`src/rtl/icache_pkg.sv`:
```
// icache_pkg: shared widths, FSM encoding and word select for the icache controller
package icache_pkg;
  localparam int ADDR_W = 14;
  localparam int LINE_W = 64;
  localparam int WORD_W = 16;
  localparam logic [1:0] IDLE   = 2'd0;
  localparam logic [1:0] MEM_RD = 2'd1;
  localparam logic [1:0] FILL   = 2'd2;
  function automatic logic [WORD_W-1:0] word_sel(input logic [LINE_W-1:0] line, input logic [1:0] idx);
    return line[idx*WORD_W +: WORD_W];
  endfunction
endpackage

```
`src/rtl/icache_ctrl_if.sv`:
```
// icache_ctrl_if: fetch, cache array and memory signals seen by the icache controller
interface icache_ctrl_if;
  import icache_pkg::*;
  logic [15:0]       if_addr;
  logic              if_re;
  logic [WORD_W-1:0] instr;
  logic              i_rdy;
  logic              i_stall;
  logic [ADDR_W-1:0] c_addr;
  logic              c_re;
  logic              c_we;
  logic [LINE_W-1:0] c_wr_data;
  logic              c_wdirty;
  logic              c_hit;
  logic [LINE_W-1:0] c_rd_data;
  logic [ADDR_W-1:0] m_addr;
  logic              m_re;
  logic              m_rdy;
  logic [LINE_W-1:0] m_rd_data;
  modport master (
    input  if_addr, if_re, c_hit, c_rd_data, m_rdy, m_rd_data,
    output instr, i_rdy, i_stall, c_addr, c_re, c_we, c_wr_data, c_wdirty, m_addr, m_re
  );
  modport slave (
    output if_addr, if_re, c_hit, c_rd_data, m_rdy, m_rd_data,
    input  instr, i_rdy, i_stall, c_addr, c_re, c_we, c_wr_data, c_wdirty, m_addr, m_re
  );
endinterface

```
`src/rtl/icache_ctrl_line_word_mux.sv`:
```
// line_word_mux: picks one 16-bit word out of a 64-bit line
module line_word_mux
  import icache_pkg::*;
(
  input  logic [LINE_W-1:0] line,
  input  logic [1:0]        idx,
  output logic [WORD_W-1:0] word
);
  assign word = word_sel(line, idx);
endmodule

```
`src/rtl/icache_ctrl.sv`:
```
// icache_ctrl: direct-mapped read-only icache miss controller with critical-word forward
module icache_ctrl
  import icache_pkg::*;
(
  input  logic            clk,
  input  logic            rst_n,
  icache_ctrl_if.master   bus
);
  logic [1:0]        state, nxt;
  logic [15:0]       miss_addr;
  logic [LINE_W-1:0] fill_buf;
  logic              kill, we_q, miss;
  logic [WORD_W-1:0] hit_word, fill_word;
  line_word_mux u_hit (.line(bus.c_rd_data), .idx(bus.if_addr[1:0]), .word(hit_word));
  line_word_mux u_fill (.line(fill_buf), .idx(miss_addr[1:0]), .word(fill_word));
  // next state: IDLE -> MEM_RD on miss, MEM_RD -> FILL on m_rdy, FILL always returns to IDLE
  always_comb begin
    miss = state == IDLE && bus.if_re && !bus.c_hit;
    nxt  = state == IDLE ? (miss ? MEM_RD : IDLE) :
           state == MEM_RD ? (bus.m_rdy ? FILL : MEM_RD) : IDLE;
  end
  // state, miss latch, fill buffer, flush kill flag and registered write strobe
  always_ff @(posedge clk or negedge rst_n) begin
    if (!rst_n) begin
      state     <= IDLE;
      miss_addr <= '0;
      fill_buf  <= '0;
      kill      <= 1'b0;
      we_q      <= 1'b0;
    end else begin
      state <= nxt;
      we_q  <= nxt == FILL;
      kill  <= state == MEM_RD && (kill || !bus.if_re);
      if (miss) miss_addr <= bus.if_addr;
      if (state == MEM_RD && bus.m_rdy) fill_buf <= bus.m_rd_data;
    end
  end
  // array, memory and fetch-side outputs decoded from state
  always_comb begin
    bus.c_addr    = state == IDLE ? bus.if_addr[15:2] : miss_addr[15:2];
    bus.c_re      = state == IDLE && bus.if_re;
    bus.c_we      = we_q;
    bus.c_wr_data = fill_buf;
    bus.c_wdirty  = 1'b0;
    bus.m_re      = state == MEM_RD;
    bus.m_addr    = miss_addr[15:2];
    bus.i_stall   = miss || state == MEM_RD;
    bus.i_rdy     = state == IDLE ? bus.if_re && bus.c_hit : state == FILL && !kill;
    bus.instr     = state == FILL ? fill_word : hit_word;
  end
endmodule

```
`src/flat_wrapper.sv`:
```
// flat-port wrapper written by rule: the top's interface ports become plain ports
module icache_ctrl_flat import icache_pkg::*;
  (clk, rst_n, bus_if_addr, bus_if_re, bus_c_hit, bus_c_rd_data, bus_m_rdy, bus_m_rd_data, bus_instr, bus_i_rdy, bus_i_stall, bus_c_addr, bus_c_re, bus_c_we, bus_c_wr_data, bus_c_wdirty, bus_m_addr, bus_m_re);
  icache_ctrl_if bus_i ();
  input  logic clk;
  input  logic rst_n;
  input wire logic [$bits(bus_i.if_addr)-1:0] bus_if_addr;
  input wire logic [$bits(bus_i.if_re)-1:0] bus_if_re;
  input wire logic [$bits(bus_i.c_hit)-1:0] bus_c_hit;
  input wire logic [$bits(bus_i.c_rd_data)-1:0] bus_c_rd_data;
  input wire logic [$bits(bus_i.m_rdy)-1:0] bus_m_rdy;
  input wire logic [$bits(bus_i.m_rd_data)-1:0] bus_m_rd_data;
  output wire logic [$bits(bus_i.instr)-1:0] bus_instr;
  output wire logic [$bits(bus_i.i_rdy)-1:0] bus_i_rdy;
  output wire logic [$bits(bus_i.i_stall)-1:0] bus_i_stall;
  output wire logic [$bits(bus_i.c_addr)-1:0] bus_c_addr;
  output wire logic [$bits(bus_i.c_re)-1:0] bus_c_re;
  output wire logic [$bits(bus_i.c_we)-1:0] bus_c_we;
  output wire logic [$bits(bus_i.c_wr_data)-1:0] bus_c_wr_data;
  output wire logic [$bits(bus_i.c_wdirty)-1:0] bus_c_wdirty;
  output wire logic [$bits(bus_i.m_addr)-1:0] bus_m_addr;
  output wire logic [$bits(bus_i.m_re)-1:0] bus_m_re;
  assign bus_i.if_addr = bus_if_addr;
  assign bus_i.if_re = bus_if_re;
  assign bus_i.c_hit = bus_c_hit;
  assign bus_i.c_rd_data = bus_c_rd_data;
  assign bus_i.m_rdy = bus_m_rdy;
  assign bus_i.m_rd_data = bus_m_rd_data;
  assign bus_instr = bus_i.instr;
  assign bus_i_rdy = bus_i.i_rdy;
  assign bus_i_stall = bus_i.i_stall;
  assign bus_c_addr = bus_i.c_addr;
  assign bus_c_re = bus_i.c_re;
  assign bus_c_we = bus_i.c_we;
  assign bus_c_wr_data = bus_i.c_wr_data;
  assign bus_c_wdirty = bus_i.c_wdirty;
  assign bus_m_addr = bus_i.m_addr;
  assign bus_m_re = bus_i.m_re;
  icache_ctrl u_core (.clk(clk), .rst_n(rst_n), .bus(bus_i));
endmodule
```
`config.mk`:
```
export PLATFORM = sky130hd
export DESIGN_NAME = icache_ctrl_flat
export DESIGN_NICKNAME = d
export VERILOG_FILES = /design/src/rtl/icache_pkg.sv /design/src/rtl/icache_ctrl_if.sv /design/src/rtl/icache_ctrl_line_word_mux.sv /design/src/rtl/icache_ctrl.sv /design/src/flat_wrapper.sv
export SDC_FILE = /design/constraint.sdc
export NUM_CORES = 1
export LEC_CHECK = 0
export BUFFER_PORTS_ARGS = -buffer_cell sky130_fd_sc_hd__buf_2
export CORE_MARGIN = 10
export CORE_UTILIZATION = 30
export DETAILED_ROUTE_END_ITERATION = 16
export HOLD_SLACK_MARGIN = 0.03
export PLACE_DENSITY_LB_ADDON = 0.25
export SLEW_MARGIN = 20
export SYNTH_ARGS = -nofsm -noshare
export SYNTH_HDL_FRONTEND = slang
export SYNTH_SLANG_ARGS = --single-unit
```
`constraint.sdc`:
```
create_clock -name clk -period 1.5 [get_ports clk]
set_input_delay 0.15 -clock clk [delete_from_list [all_inputs] [get_ports clk]]
set_output_delay 0.15 -clock clk [all_outputs]
set_load 0.05 [all_outputs]
```
### Yosys cells after proc, flatten, opt, wreduce, memory -nomap -nowiden

Index checks and enable logic that the tools add are counted.

| word-level totals | value |
|---|---|
| word-level logic and storage cells | 29 |
| input bits | 149 |
| output and inout port bits | 114 |
| register bits | 84 |

| operators by class | value |
|---|---|
| reductions and logical operators | 12 |
| shifts and indexed selects | 2 |
| equal/unequal tests | 3 |
| muxes and demuxes | 7 |

Operator list:

| kind | count |
|---|---|
| $shiftx 64x7->16 | 2 |
| $mux 16 | 1 |
| $mux 14 | 1 |
| $logic_and 1x1->1 | 6 |
| $mux 2 | 3 |
| $eq 2x2->1 const B | 2 |
| $logic_not 1->1 | 3 |
| $eq 2x1->1 const B | 1 |
| $logic_not 2->1 | 1 |
| $logic_or 1x1->1 | 2 |
| $mux 1 | 2 |

### Logic depth before layout (Yosys ltp)

| depth | value |
|---|---|
| depth in word-level cells | 6 |
| mapped depth | 7 |
| gate-level depth less buffers | 4 |

### Hierarchy

From an unflattened synthesis, not the netlist that was laid out.

| unflattened totals | value |
|---|---|
| cell total of the unflattened synthesis | 281 |
| area, all modules | 4573.1 µm² |

Modules (own cells, without submodules):

| module | times used | cells an instance | area each (µm²) | sequential area each (µm²) |
|---|---|---|---|---|
| icache_ctrl | 1 | 241 | 3724.8 | 2102.0 |
| line_word_mux | 2 | 20 | 424.2 | 0.0 |

### Worst setup path before layout

Ideal clock, no wire load.

| path | value |
|---|---|
| kind | reg-to-output |
| start point | register u_core.state[0] |
| end point | output bus_instr[10] |
| path buffers | 2 |
| stages on the path, launching flop included | 6 |
| arrival | 1.823 ns |
| required time | 1.350 ns |
| path slack | -0.473 ns |
| cells stage by stage | dfrtp_1 -> nand2b_1 -> nand2b_1 -> clkbuf_1 -> buf_2 -> o221ai_1 |

| between the ends | value |
|---|---|
| word-level cells in the longest chain between the ends | 2 |

RTL lines:

| element | line | text |
|---|---|---|
| from (decl) | icache_ctrl.sv:9 | `logic [1:0] state, nxt;` |
| from (signal assigned) | icache_ctrl.sv:31 | `state <= nxt;` |
| $eq 2x2->1 | icache_ctrl.sv:49 | `bus.instr = state == FILL ? fill_word : hit_word;` |
| $mux 16 | icache_ctrl.sv:49 |  |
| to (decl) | flat_wrapper.sv:13 | `output wire logic [$bits(bus_i.instr)-1:0] bus_instr;` |

No other way between the ends.

### Final worst setup path

| path | value |
|---|---|
| start point | register u_core.state[0] |
| end point | output bus_instr[14] |

Same word-level chain as after synthesis.

==> results.sh <==
export IMPL_cp_max_fo=16
export IMPL_place_hpwl_um=12990
export IMPL_htree_levels=3
export IMPL_hold_path_class="input port to flop"
export IMPL_clock_path_buffers=2
export IMPL_rsz0062_at_grt="true"
export IMPL_maxSlewViolCount=0
export IMPL_clock_skew_ps=5.257
export IMPL_cap_violations=0
export IMPL_clkTransAtPathRegs_ps=60
export IMPL_synth_area_leaders="dfrtp_1 46%, mux2_2 22%, mux2i_1 14%"
export IMPL_drive_gt1_frac=0.6827
export IMPL_place_inst=773
export IMPL_total_power_w=0.01447
export IMPL_grt_max_degree=85
export IMPL_synth_top_area_frac=0.4649
export IMPL_drtAntennaViolNets=0
export IMPL_p_leak_nw=3.973
export IMPL_required_ps=1350
export IMPL_grt_pass1_wl_um=26660
export IMPL_fillers=1229
export IMPL_cts_sinks=84
export IMPL_fmax_ghz=0.5129
export IMPL_cp_end_kind="output port"
export IMPL_worstSetupPathType="flop to output port"
export IMPL_synthesis_nets=482
export IMPL_die_height_um=142.8
export IMPL_hold_path_startpoint="bus_m_rd_data[43]"
export IMPL_coreArea_mm2=0.01464
export IMPL_gr_usage_all_layers=0.1695
export IMPL_avgRoutedWirePerCell_um=21.02
export IMPL_crit_path_start_kind="flop"
export IMPL_initial_utilization=0.3088
export IMPL_outcome="finished with violations"
export IMPL_drt_initial_drc_count=87
export IMPL_whs_ps=40.33
export IMPL_numCtsBuffers=9
export IMPL_cp_arrival_ps=1800
export IMPL_antennaDiodeCount=0
export IMPL_worstSkewPairLatency_ps=340
export IMPL_ys_ff_latch=84
export IMPL_row_count=44
export IMPL_failed_checks="negative setup slack"
export IMPL_die_w_um=142.8
export IMPL_nets=809
export IMPL_syn_area_per_cell_um2=13.58
export IMPL_ys_types=27
export IMPL_firstDrtPassIters=4
export IMPL_r2r_start="u_core.state[1]"
export IMPL_die_area_mm2=0.02038
export IMPL_power_density_mw_per_mm2=1798
export IMPL_synth_area_mm2=0.004522
export IMPL_areaGrowthSynthToFinish_pct=77.97
export IMPL_setup_ws_ps=-449.7
export IMPL_fin_crit_sh=1.300
export IMPL_min_period_ps=1950
export IMPL_grt_ovfl_total=0
export IMPL_synth_largest_area_cell="dfrtp_1"
export IMPL_antenna_found_initial=0
export IMPL_drc_errors=0
export IMPL_ys_seq_area_frac=0.4649
export IMPL_syn_inst=333
export IMPL_startpoint="u_core.state[0]"
export IMPL_cts_tree="built"
export IMPL_yosysWarnings=0
export IMPL_fin_cells=849
export IMPL_viasPerCell=4.729
export IMPL_postPlaceCellArea_mm2=0.006613
export IMPL_stdcell_area_mm2=0.008048
export IMPL_timing_final_setup_violations=113
export IMPL_final_hold_violation_count=0
export IMPL_ir_drop_v=0.001043
export IMPL_vias=4015
export IMPL_root_buffer="clkbuf_16"
export IMPL_drt_total_wl_um=17850
export IMPL_pin_count=263
export IMPL_gp_congestion=0.8763
export IMPL_io_buffers=261
export IMPL_grt_pass1_vias=4713
## worst paths after layout
path / endpoint / slack [ps] / depth (start not counted)
max: bus_instr[14] / -450 / 5
min: u_core.bus.c_wr_data[43] / 40 / 2
max reg2reg: u_core.miss_addr[9] / -200 / 6
min reg2reg: u_core.kill / 520 / 2
max in group asynchronous: u_core.state[0] / 720 / 3
min in group asynchronous: u_core.bus.c_wr_data[41] / 390 / 3
## flip-flops by register name, summed over array words and instances (netlist names)
signal and cells:
u_core.miss_addr 16, u_core.bus.c_wr_data 64, u_core.bus.c_we 1, u_core.state 2, u_core.kill 1
## through the flow
| stage | worst slack (ps) | utilization | TNS [ps] |
|---|---|---|---|
| finish | -449.7 | 0.5496 | -24600 |
| global route | -532.5 | 0.5496 | -31110 |
| CTS | -463.5 | 0.5513 | -28790 |
| detailed placement | -203.5 | 0.4516 | -13990 |
| global placement | -222.1 | 0.4516 | -11510 |
| floorplan | -111.8 | - | -7828 |
## layout make-up
cell class | instances | area [um2] | share of cell area
clock buffer | 12 | 266.5 | 0.03312
clock inverter | 4 | 22.52 | 0.002799
sequential | 84 | 2105 | 0.2615
multi-input combinational | 208 | 2720 | 0.3380
timing repair buffer | 355 | 2689 | 0.3341
inverter | 2 | 15.01 | 0.001866
tap | 184 | 230.2 | 0.02861
## layer usage
metal / global-route usage / up-vias / share of wire
met5: 0 / - / 0
li1: - / 1885 / -
met1: 0.1957 / 1948 / 0.41
met3: 0.04444 / 23 / 0.067
met4: 0.07058 / 0 / 0.023
met2: 0.2918 / 159 / 0.50
## critical path, cell delays in order, from the launching register on
cell and delay (ps):
dfrtp_2 410, or3b_4 400, buf_8 160, o22a_1 230, o221ai_4 70, buf_6 180
## Yosys cell counts
cell       n
mux2_2    89
dfrtp_1   84
mux2i_1   64
o221ai_1  16
o22a_1    16
buf_4     15
buf_2     13
buf_6      8
mux2_4     5
a21oi_1    2
and2_1     2
clkbuf_1   2
nand2b_1   2
nor2_1     2
and2_4     1
and3b_1    1
buf_1      1
conb_1     1
inv_1      1
inv_2      1
nand2_1    1
nand2b_4   1
nand3b_1   1
nor4b_4    1
o21bai_1   1
or2_2      1
or3b_1     1
## cell families after synthesis
group                  after synthesis  share of synthesized area
muxes                              158                     0.3799
DFF                                 84                     0.4649
buffers and inverters               41                    0.06336
AOI/OAI and AO/OA                   35                    0.06585
and+or+nand+nor                     14                    0.02518
other                                1                  0.0008293
## power breakdown
group	total [W]	internal, W	switching [W]
Combinational	0.00854	0.00326	0.00529
Sequential	0.00380	0.00308	0.000721
Clock	0.00213	0.00125	0.000883
## layout by cell type (no fill, tap or decap), types with 2 or more instances in the layout
cell type,count
buf_4,16
mux2_4,89
dfrtp_2,2
mux2i_1,58
mux2i_2,5
o22a_1,16
clkinv_2,3
dfrtp_1,82
a21oi_1,2
dlygate4sd3_1,44
buf_12,15
mux2_2,5
buf_6,43
buf_16,3
buf_2,226
clkbuf_16,10
clkbuf_8,3
o221ai_2,5
buf_8,7
o221ai_4,11
## timing repair
item / in CTS / in global routing
cloned: 7 / 1
pin swaps: 5 / 4
gates resized for setup: 116 / 30
hold buffers: 44 / 0
hold endpoints to repair: 127 / 0
setup buffers: 14 / 2
setup endpoints to repair: 114 / 115
Power figures use the tool's default switching activity.
